File: src/rtl/prog_ctr_pkg.sv
// Shared types for the program counter / fetch sequencer.
// Select encodings are also consumed by the decoder's debug trace.
package prog_ctr_pkg;

    localparam int PC_W  = 10;
    localparam int CNT_W = 16;

    typedef enum logic [1:0] {
        IDLE = 2'd0,
        RUN  = 2'd1,
        DONE = 2'd2
    } pc_state_t;

    typedef enum logic [2:0] {
        HOLD = 3'd0,
        LOAD = 3'd1,
        ABS  = 3'd2,
        REL  = 3'd3,
        INC  = 3'd4
    } pc_sel_t;

endpackage

File: src/rtl/sat_counter.sv
// Saturating up-counter with synchronous clear (wins over enable); one-cycle latency.
// No backpressure: counts every enabled cycle and sticks at all-ones.
module sat_counter #(
    parameter int W = 16
) (
    input  logic         clk,
    input  logic         rst_n,
    input  logic         clr,
    input  logic         en,
    output logic [W-1:0] cnt
);

    logic [W-1:0] cnt_q;
    logic [W-1:0] cnt_d;

    always_comb begin
        cnt_d = cnt_q;
        if (clr) begin
            cnt_d = '0;
        end else if (en && (cnt_q != '1)) begin
            cnt_d = cnt_q + 1'b1;
        end
    end

    always_ff @(posedge clk or negedge rst_n) begin
        if (!rst_n) begin
            cnt_q <= '0;
        end else begin
            cnt_q <= cnt_d;
        end
    end

    assign cnt = cnt_q;

endmodule

File: src/rtl/prog_ctr.sv
// Program counter, run/halt FSM and RUN-cycle counter; all outputs registered, one-cycle latency.
// No backpressure: Stall holds the PC but still counts as a RUN cycle.
module prog_ctr #(
    parameter int              PC_W       = prog_ctr_pkg::PC_W,
    parameter int              CNT_W      = prog_ctr_pkg::CNT_W,
    parameter logic [PC_W-1:0] START_ADDR = '0
) (
    input  logic             Clk,
    input  logic             Reset,
    input  logic             Start,
    input  logic             Halt,
    input  logic             Stall,
    input  logic             BrAbs,
    input  logic             BrRel,
    input  logic             Taken,
    input  logic [PC_W-1:0]  Target,
    output logic [PC_W-1:0]  ProgCtr,
    output logic             Running,
    output logic             Done,
    output logic [CNT_W-1:0] CycleCnt
);

    import prog_ctr_pkg::*;

    pc_state_t       state_q, state_d;
    pc_sel_t         pc_sel;
    logic [PC_W-1:0] pc_q, pc_d;
    logic            running_q, running_d;
    logic            done_q, done_d;
    logic            cnt_clr;
    logic            cnt_en;

    // Start overrides everything, including Halt in the same cycle.
    always_comb begin
        state_d = state_q;
        pc_sel  = HOLD;
        cnt_clr = 1'b0;
        cnt_en  = 1'b0;
        if (Start) begin
            state_d = RUN;
            pc_sel  = LOAD;
            cnt_clr = 1'b1;
        end else if (state_q == RUN) begin
            cnt_en = 1'b1;
            if (Halt) begin
                state_d = DONE;
                pc_sel  = HOLD;
            end else if (Stall) begin
                pc_sel = HOLD;
            end else if (BrAbs && Taken) begin
                pc_sel = ABS;
            end else if (BrRel && Taken) begin
                pc_sel = REL;
            end else begin
                pc_sel = INC;
            end
        end
    end

    // Target only reaches the PC on a taken branch, so X elsewhere is harmless.
    always_comb begin
        pc_d = pc_q;
        case (pc_sel)
            HOLD:    pc_d = pc_q;
            LOAD:    pc_d = START_ADDR;
            ABS:     pc_d = Target;
            REL:     pc_d = pc_q + Target;
            INC:     pc_d = pc_q + 1'b1;
            default: pc_d = pc_q;
        endcase
        running_d = (state_d == RUN);
        done_d    = (state_d == DONE);
    end

    always_ff @(posedge Clk or negedge Reset) begin
        if (!Reset) begin
            state_q   <= IDLE;
            pc_q      <= START_ADDR;
            running_q <= 1'b0;
            done_q    <= 1'b0;
        end else begin
            state_q   <= state_d;
            pc_q      <= pc_d;
            running_q <= running_d;
            done_q    <= done_d;
        end
    end

    sat_counter #(
        .W (CNT_W)
    ) u_cycle_cnt (
        .clk   (Clk),
        .rst_n (Reset),
        .clr   (cnt_clr),
        .en    (cnt_en),
        .cnt   (CycleCnt)
    );

    assign ProgCtr = pc_q;
    assign Running = running_q;
    assign Done    = done_q;

endmodule

File: config.mk
export PLATFORM = sky130hd
export DESIGN_NAME = prog_ctr
export DESIGN_NICKNAME = d
export VERILOG_FILES = /design/src/rtl/prog_ctr_pkg.sv /design/src/rtl/sat_counter.sv /design/src/rtl/prog_ctr.sv
export SDC_FILE = /design/constraint.sdc
export NUM_CORES = 1
export LEC_CHECK = 0
export BUFFER_PORTS_ARGS = -buffer_cell sky130_fd_sc_hd__buf_2
export CAP_MARGIN = 20
export CELL_PAD_IN_SITES_DETAIL_PLACEMENT = 0
export CELL_PAD_IN_SITES_GLOBAL_PLACEMENT = 1
export CORE_UTILIZATION = 36
export DETAILED_ROUTE_END_ITERATION = 16
export PLACE_DENSITY_LB_ADDON = 0.1
export SLEW_MARGIN = 15
export SYNTH_ARGS = -nofsm -noshare
export SYNTH_HDL_FRONTEND = slang
export SYNTH_SLANG_ARGS = --single-unit
File: constraint.sdc
create_clock -name Clk -period 2.9 [get_ports Clk]
set_input_delay 0 -clock Clk [delete_from_list [all_inputs] [get_ports Clk]]
set_output_delay 0 -clock Clk [all_outputs]
set_load 0.02 [all_outputs]
---- Word-level counts from Yosys, hierarchy flattened ----
Index checks and enable logic that the tools add are counted.
operators by class
  $add $sub $neg .......................... 3
  equality and inequality tests ........... 8
  multiplexer cells ....................... 15
  reduce and logical (&&, ||, !) cells .... 5
operators with widths
  operator               number
  $pmux 10 s4            1
  $mux 16                2
  $mux 3                 6
  $add 16x1->16 const B  1
  $ne 16x16->1 const B   1
  $add 10x1->10 const B  1
  $add 10x10->10         1
  $eq 3x2->1 const B     2
  $mux 2                 3
  $eq 2x1->1 const B     2
  $reduce_bool 4->1      1
  $eq 3x1->1 const B     1
  $eq 3x3->1 const B     1
  $logic_and 1x1->1      3
  $mux 1                 3
  $eq 2x2->1 const B     1
  $reduce_bool 2->1      1
word-level totals
  flip-flop bits (word level) ............. 30
  input bits .............................. 18
  output and inout port bits .............. 28
  logic and storage cells ................. 36

---- Depth between registers and ports, before layout ----
Gate-level depths: netlist (run 1).
  depth after elaboration ................. 9
  gate-level depth with buffers ........... 13
  mapped depth without buffers ............ 13

---- Cells and area by module ----
Synthesis (run 1) repeated with hierarchy kept, for this count alone.
unflattened totals
  cells, all modules ...................... 237
  area, all modules ....................... 2,115.8 um^2
by module, submodules not included
  module       instances  cells each  area an instance (um^2)  seq. area each (um^2)
  prog_ctr     1          139         1,173.6                  350.3
  sat_counter  1          98          942.2                    400.4

---- Worst setup path after synthesis (run 1) ----
OpenSTA, ideal clock, no wires.
  path kind ............................... register -> register
  start ................................... reg state_q[1]
  end ..................................... reg pc_q[8] (netlist: ProgCtr[8])
  library setup time ...................... 0.082 ns
  arrival ................................. 2.932 ns
  data required time ...................... 2.818 ns
  path slack .............................. -0.114 ns
  stages on the path, launching flop included .. 14
  path buffers ............................ 0
  period minus slack after synthesis ...... 3.014 ns
  cells stage by stage .................... dfrtp_1 nand2b_4 or3_4 a2111oi_4 or2_2 ha_1 inv_1 fa_1 nor2b_1 o2111ai_1 o21ai_0 o41ai_1 or3_1 a31oi_1
on the way
  word-level cells in the longest chain between the ends .. 5
  elaborated cells on any way between the ends .. 9
  classes of those cells .................. eq/ne (5); mux (3); reduce/logical (1)
ends and longest elaborated chain
  what                                              RTL line        text
  start, declared                                   prog_ctr.sv:25  pc_state_t state_q, state_d;
  start signal, assigned                            prog_ctr.sv:82  state_q <= state_d;
  $eq 2x1->1 (*)                                    prog_ctr.sv:43  end else if (state_q == RUN) begin
  $mux 3 (*)                                        prog_ctr.sv:43
  $mux 3 (*)                                        prog_ctr.sv:39  if (Start) begin
  $eq 3x3->1, or another cell as far along          prog_ctr.sv:63  case (pc_sel)
  $pmux 10 s4 or $reduce_bool 4->1 (tied branches)  -
  end signal, assigned                              prog_ctr.sv:83  pc_q <= pc_d;
  end, declared                                     prog_ctr.sv:27  logic [PC_W-1:0] pc_q, pc_d;
Mark *: on every way between the ends. The rest lies on a longest branch, timed or not.
A chain may end at the register's enable or synchronous reset.

---- Worst setup path after layout (run 1) ----
  start ................................... reg state_q[1]
  end ..................................... reg pc_q[9] (netlist: ProgCtr[9])
Same word-level chain as after synthesis.

==> qor.yml, run 1 <==
synth:
  yosys_warnings: 0
  synthFlopType: "dfrtp_1"
  synthCells: 209
  ys_async_sr_fraction_pct: 100.0
  netlist_area_mm2: 0.001928
  syn_nets: 238
  yosys.cell_types.count: 44
  synth_edf_count: 0
  yosys_register_bits: 30
  yosysSeqAreaShare_pct: 38.94
  synth.avg_cell_area_um2: 9.225
sta:
  max_freq_mhz: 349.2
  rsz0062_at_grt: "true"
  report.final.hold_viol_count: 0
  fin_crit_ns: 2.863
  finalSetupViolCount: 0
  fin_skew_ns: 0.003539
  post-route-period-util_pct: 98.74
  slew_headroom_pct: 53.95
  drv_slew: 0
  worst_slew_pin_slew_ns: 0.6907
  fin_setup_tns_ns: 0
critical_path:
  r2r_end: "ProgCtr[9]"
  end_kind: "flop"
  critPathLaunchType: "flop"
  timing.rr.start: "state_q[1]"
  worst-r2r-setup-slack_ns: 0.04
  cp_max_fo: 5
  r2r.worst_path.cells: 13
  worstSetupPathType: "reg -> reg"
  cp.arrival_ns: 3.06
  cp_data_required_time_ns: 3.09
worst_hold_path:
  min_path_type: "in -> reg"
  holdPathEnd: "ProgCtr[2]"
  hold_start: "Target[2]"
  hold_depth: 3
place:
  place_inst: 333
  portBuffers: 45
  gp_congestion: 0.7916
  hpwl_um: 3480
  placed_area_mm2: 0.002330
layout:
  area_growth_pct: 34.33
  layout.nets: 306
  nFillCells: 531
  register_area_um2: 750.7
  final_util_pct: 50.39
  final_common_cell: "buf_2"
  antennaDiodeCount: 0
  most-common-layout-cells: "buf_2, dfrtp_1, nor2_1"
  final_cells: 348
  multiInputGateArea_mm2: 0.001241
  drive_gt1_share_pct: 33.45
  final_area_mm2: 0.002590
route:
  drt_iter0_drc: 57
  detail-route-antenna-nets: 0
  drc: 0
  routed_wl_um: 4842
  vias: 1750
  wl_per_cell_um: 13.91
  firstDrtPassIters: 4
  avgViaCountPerCell: 5.029
floorplan:
  dieArea_mm2: 0.005653
  fp.coreArea_mm2: 0.005140
  die_w_um: 75.19
  die_h_um: 75.19
  pin_count: 46
  start_util_pct: 37.51
  placementRows: 26
clock_network:
  cts_tree: "done"
  clock-sinks: 30
  clock_latency_ns: 0.28
  cts-root-buf: "clkbuf_8"
  h-tree-depth: 2
  cts_max_path_buffers: 2
  clkSlewWorstSetupHoldPaths_ns: 0.06
  cts-buffers-inserted: 5
global_route:
  grtUsageMet3_pct: 3.213
  overflow: 0
  grt_first_pass_wirelength_um: 7452
  grt_pass1_vias: 1645
  gr-usage-met1_pct: 20.93
  antenna_found_initial: 0
  grt_usage_pct: 17.64
  grt_max_degree: 31
  use_met2_pct: 32.83
  top_usage_layer: "met2"
outcome:
  status: "complete, no violations"
run:
  drv_cap: 0
pwr:
  ir_worst_vdd_mv: 0.1641
  powerDensity_mw_per_mm2: 405.6
  power_uw: 1051
  p_leak_uw: 0.001254
==> flip-flops by register name, indices dropped and copies added, names as in the netlist <==
signal	flops
u_cycle_cnt.cnt	16
ProgCtr	10
state_q	2
Running	1
Done	1
==> kinds of logic (layout without fill, tap and decap cells) <==
| group | count (synthesis) | after routing | share of synthesized area (%) |
|---|---|---|---|
| multiplexers | 1 | 1 | 0.5192 |
| adder cells (fa/ha/maj) | 11 | 11 | 7.528 |
| flip-flops | 30 | 30 | 38.94 |
| XOR/XNOR | 19 | 19 | 8.631 |
| AO/OA/AOI/OAI | 50 | 50 | 18.50 |
| AND/OR/NAND/NOR | 86 | 86 | 23.36 |
| buffers and inverters | 12 | 81 | 2.531 |
==> Yosys cell counts (all sizes together), types with 5 or more instances <==
cell type  instances  area (um2)
nor2b              5       31.28
dfrtp             30       750.7
nand4              5       31.28
a21oi             14       73.82
nand2             15       56.30
inv                8       30.03
nor2              31       116.4
xnor2              8       70.07
nand3              7       35.03
ha                10       125.1
xor2              11       96.34
o21ai             11       55.05
and2b              5       37.54
==> how the worst max path moves through the flow <==
stage               startpoint          to  slack, ns  cells after the start
floorplan           state_q[1]  ProgCtr[8]      -0.02                     13
global placement    state_q[1]  ProgCtr[9]      0.003                     10
detailed placement  state_q[1]  ProgCtr[8]      -0.07                     13
CTS                 state_q[1]  ProgCtr[9]   -0.00009                     13
global route        state_q[1]  ProgCtr[9]      -0.09                     11
finish              state_q[1]  ProgCtr[9]       0.04                     13
==> timing repair <==
| action | 4_1_cts | 5_1_grt |
|---|---|---|
| resized for setup | 2 | 18 |
| buffers inserted | 1 | 2 |
| hold buffers | 4 | 0 |
| endpoints found under the setup margin | 2 | 6 |
| pin swaps | 0 | 3 |
| endpoints found under the hold margin | 33 | 0 |
==> power by group <==
group	switching [uW]	internal (uW)	total, uW	leakage (uW)
clock network	160	191	351	0.0000482
registers	16.5	436	452	0.000407
logic	134	112	247	0.000799
==> per-stage QoR <==
| stage | hold WS, ns | worst slack (ns) |
|---|---|---|
| 6_report | 0.006119 | 0.03655 |
| 5_1_grt | 0.01601 | -0.09490 |
| 4_1_cts | 0.002998 | -0.00009459 |
| 3_5_place_dp | 0.1028 | -0.07133 |
| 3_3_place_gp | 0.09682 | 0.002957 |
| 2_1_floorplan | -0.2956 | -0.01574 |
==> routing by layer <==
metal | share of wire (%) | routed length (um)
met3 | 2.5 | 120
met1 | 43 | 2104
met4 | 1.2 | 58
met5 | 0 | 0
met2 | 53 | 2559
==> worst max-delay path, stage by stage, from the launching register on <==
cell	delay, ns
dfrtp_1	0.37
nand2b_4	0.14
or3_4	0.38
a2111oi_4	0.23
buf_4	0.19
buf_4	0.13
nor2b_1	0.05
ha_2	0.26
or2_2	0.29
a21o_1	0.21
a21oi_1	0.15
a21oi_1	0.08
xnor2_1	0.14
o21ai_0	0.16
==> layout make-up <==
class | count | area share (%)
clock buffers | 7 | 3.333
multi-input cells | 167 | 47.92
inverters | 8 | 1.159
well taps | 70 | 3.382
flip-flops and latches | 30 | 28.99
clock inverters | 1 | 0.1932
repair buffers | 65 | 15.02
Note: power is estimated with default switching activity, not from simulation.
==> inputs of run 2 (changes only) <==
- RECOVER_POWER: not set -> 50
==> qor.yml, run 2 (synthesis gave the netlist of run 1 again) <==
sta:
  slew_headroom_pct: 53.97  # about the same
  finalSetupViolCount: 0  # unchanged
  report.final.hold_viol_count: 0  # unchanged
  fin_skew_ns: 0.003880  # +0.0003404 ns
  post-route-period-util_pct: 98.74  # about the same
  worst_slew_pin_slew_ns: 0.6905  # -0.0001886 ns
  rsz0062_at_grt: "true"
  finalHoldWorstSlack_ns: 0.006165  # +0.00004605 ns
  fin_setup_tns_ns: 0  # unchanged
  fin_crit_ns: 2.864  # +0.0001390 ns
  max_freq_mhz: 349.2  # about the same
  drv_slew: 0  # unchanged
pwr:
  power_switching_uw: 311.2  # +0.11%
  intPower_uw: 737.4  # -0.30%
  share_comb_of_total_power_pct: 23.3  # -0.2 points
  power_uw: 1049  # -0.18%
  ir_worst_vdd_mv: 0.1631  # -0.61%
  switching_share_pct: 29.68  # +0.087 points
  p_leak_uw: 0.001222  # -2.5%
  p_seq_share_pct: 43.2  # about the same
  clkPwrFrac_pct: 33.5  # about the same
  powerDensity_mw_per_mm2: 406.5  # +0.21%
outcome:
  status: "complete, no violations"
layout:
  layout.nets: 306  # unchanged
  final_common_cell: "buf_2"
  nFillCells: 538  # +1.3%
  most-common-layout-cells: "buf_2, dfrtp_1, nor2_1"
  final_util_pct: 50.19  # -0.19 points
  drive_gt1_share_pct: 30.58  # -2.9 points
  largest_reg_flops: 16  # unchanged
  area_growth_pct: 33.81
  antennaDiodeCount: 0  # unchanged
clock_network:
  clkSlewWorstSetupHoldPaths_ns: 0.06  # about the same
  cts-buffers-inserted: 5  # unchanged
  cts_tree: "done"
  clock-sinks: 30  # unchanged
  cts_max_path_buffers: 2  # unchanged
  clock_latency_ns: 0.28  # about the same
  h-tree-depth: 2  # unchanged
  cts-root-buf: "clkbuf_8"
route:
  wl_per_cell_um: 13.91  # unchanged
  firstDrtPassIters: 4  # unchanged
  routed-wl-met2_um: 2557  # about the same
  detail-route-antenna-nets: 0  # unchanged
  avgViaCountPerCell: 5.020  # -0.17%
  wl_met3_um: 122  # +1.7%
  drt_iter0_drc: 56  # -1.8%
  maxUsedRoutingLayer: "met4"
  routed_wl_um: 4842  # unchanged
  vias: 1747  # -0.17%
  drc: 0  # unchanged
  met1_length_um: 2104  # unchanged
critical_path:
  cp_max_fo: 5  # unchanged
  critPathLaunchType: "flop"
  timing.rr.start: "state_q[1]"
  startpoint: "state_q[1]"
  cp.arrival_ns: 3.06  # about the same
  end_kind: "flop"
  worstSetupPathType: "reg -> reg"
  cp_data_required_time_ns: 3.09  # about the same
worst_hold_path:
  min_path_type: "in -> reg"
  hold_start: "Target[2]"
place:
  portBuffers: 45  # unchanged
  gp_congestion: 0.7916  # unchanged
  hpwl_um: 3480  # unchanged
global_route:
  overflow: 0  # unchanged
  grt_usage_pct: 17.64  # unchanged
  antenna_found_initial: 0  # unchanged
  grt_pass1_vias: 1645  # unchanged
  grt_max_degree: 31  # unchanged
  grt_first_pass_wirelength_um: 7452  # unchanged
floorplan:
  die_w_um: 75.19  # unchanged
  start_util_pct: 37.51  # unchanged
  pin_count: 46  # unchanged
  die_h_um: 75.19  # unchanged
  fp.coreArea_mm2: 0.005140  # unchanged
  placementRows: 26  # unchanged
  dieArea_mm2: 0.005653  # unchanged
run:
  drv_cap: 0  # unchanged
run 2: cell types whose count changed in the layout (fill, tap and decap cells not counted), sizes merged:
cell | before | now
buf | 61 | 53
clkbuf | 7 | 15
run 2: worst max-delay path, stage by stage, from the launching register on:
cell	delay [ns]
dfrtp_1	0.37
nand2b_4	0.14
or3_4	0.38
a2111oi_4	0.23
buf_4	0.19
buf_4	0.13
nor2b_1	0.05
ha_2	0.26
or2_2	0.29
a21o_1	0.21
a21oi_1	0.15
a21oi_1	0.08
xnor2_1	0.14
o21ai_0	0.16
run 2: through the flow:
stage          instances  worst slack [ns]  cell area, um2
2_1_floorplan        209          -0.01574            1938
3_3_place_gp         333          0.002957            2330
3_5_place_dp         333          -0.07133            2330
4_1_cts              346       -0.00009459            2481
5_1_grt              348          -0.09490            2580
6_report             348           0.03641            2580
run 2: worst paths after layout:
path / end / slack (ns) / cells after the start
max reg2reg: ProgCtr[9] / 0.04 / 13
min in group asynchronous: u_cycle_cnt.cnt[3] / 0.30 / 2
min: ProgCtr[2] / 0.006 / 3
max in group asynchronous: ProgCtr[4] / 2.16 / 2
max: ProgCtr[9] / 0.04 / 13
min reg2reg: ProgCtr[5] / 0.55 / 1
run 2: what timing repair did:
item                       4_1_cts  5_1_grt
gates resized for setup          2       18
pin swaps                        0        3
hold endpoints to repair        33        0
hold buffers                     4        0
setup endpoints to repair        2        6
buffers inserted                 1        2
run 2: power groups by stage:
stage	logic, uW	clock network, uW	registers [uW]
floorplan	119	0	477
global placement	223	0	459
detailed placement	221	0	458
CTS	229	364	451
global route	272	379	455
finish	245	351	453
run 2: cell type report:
type	count	area [um2]	area share, %
clock buffer	7	86.33	3.346
clock inverter	1	5.005	0.1940
inverter	8	30.03	1.164
multi-input combinational	167	1241	48.11
sequential	30	750.7	29.10
tap	70	87.58	3.395
timing repair buffer	65	379.1	14.69
run 2: metal layers:
layer,vias up,global-route usage [%]
met5,-,0
met4,0,4.321
met3,6,3.213
met2,26,32.83
met1,828,20.93
li1,887,-
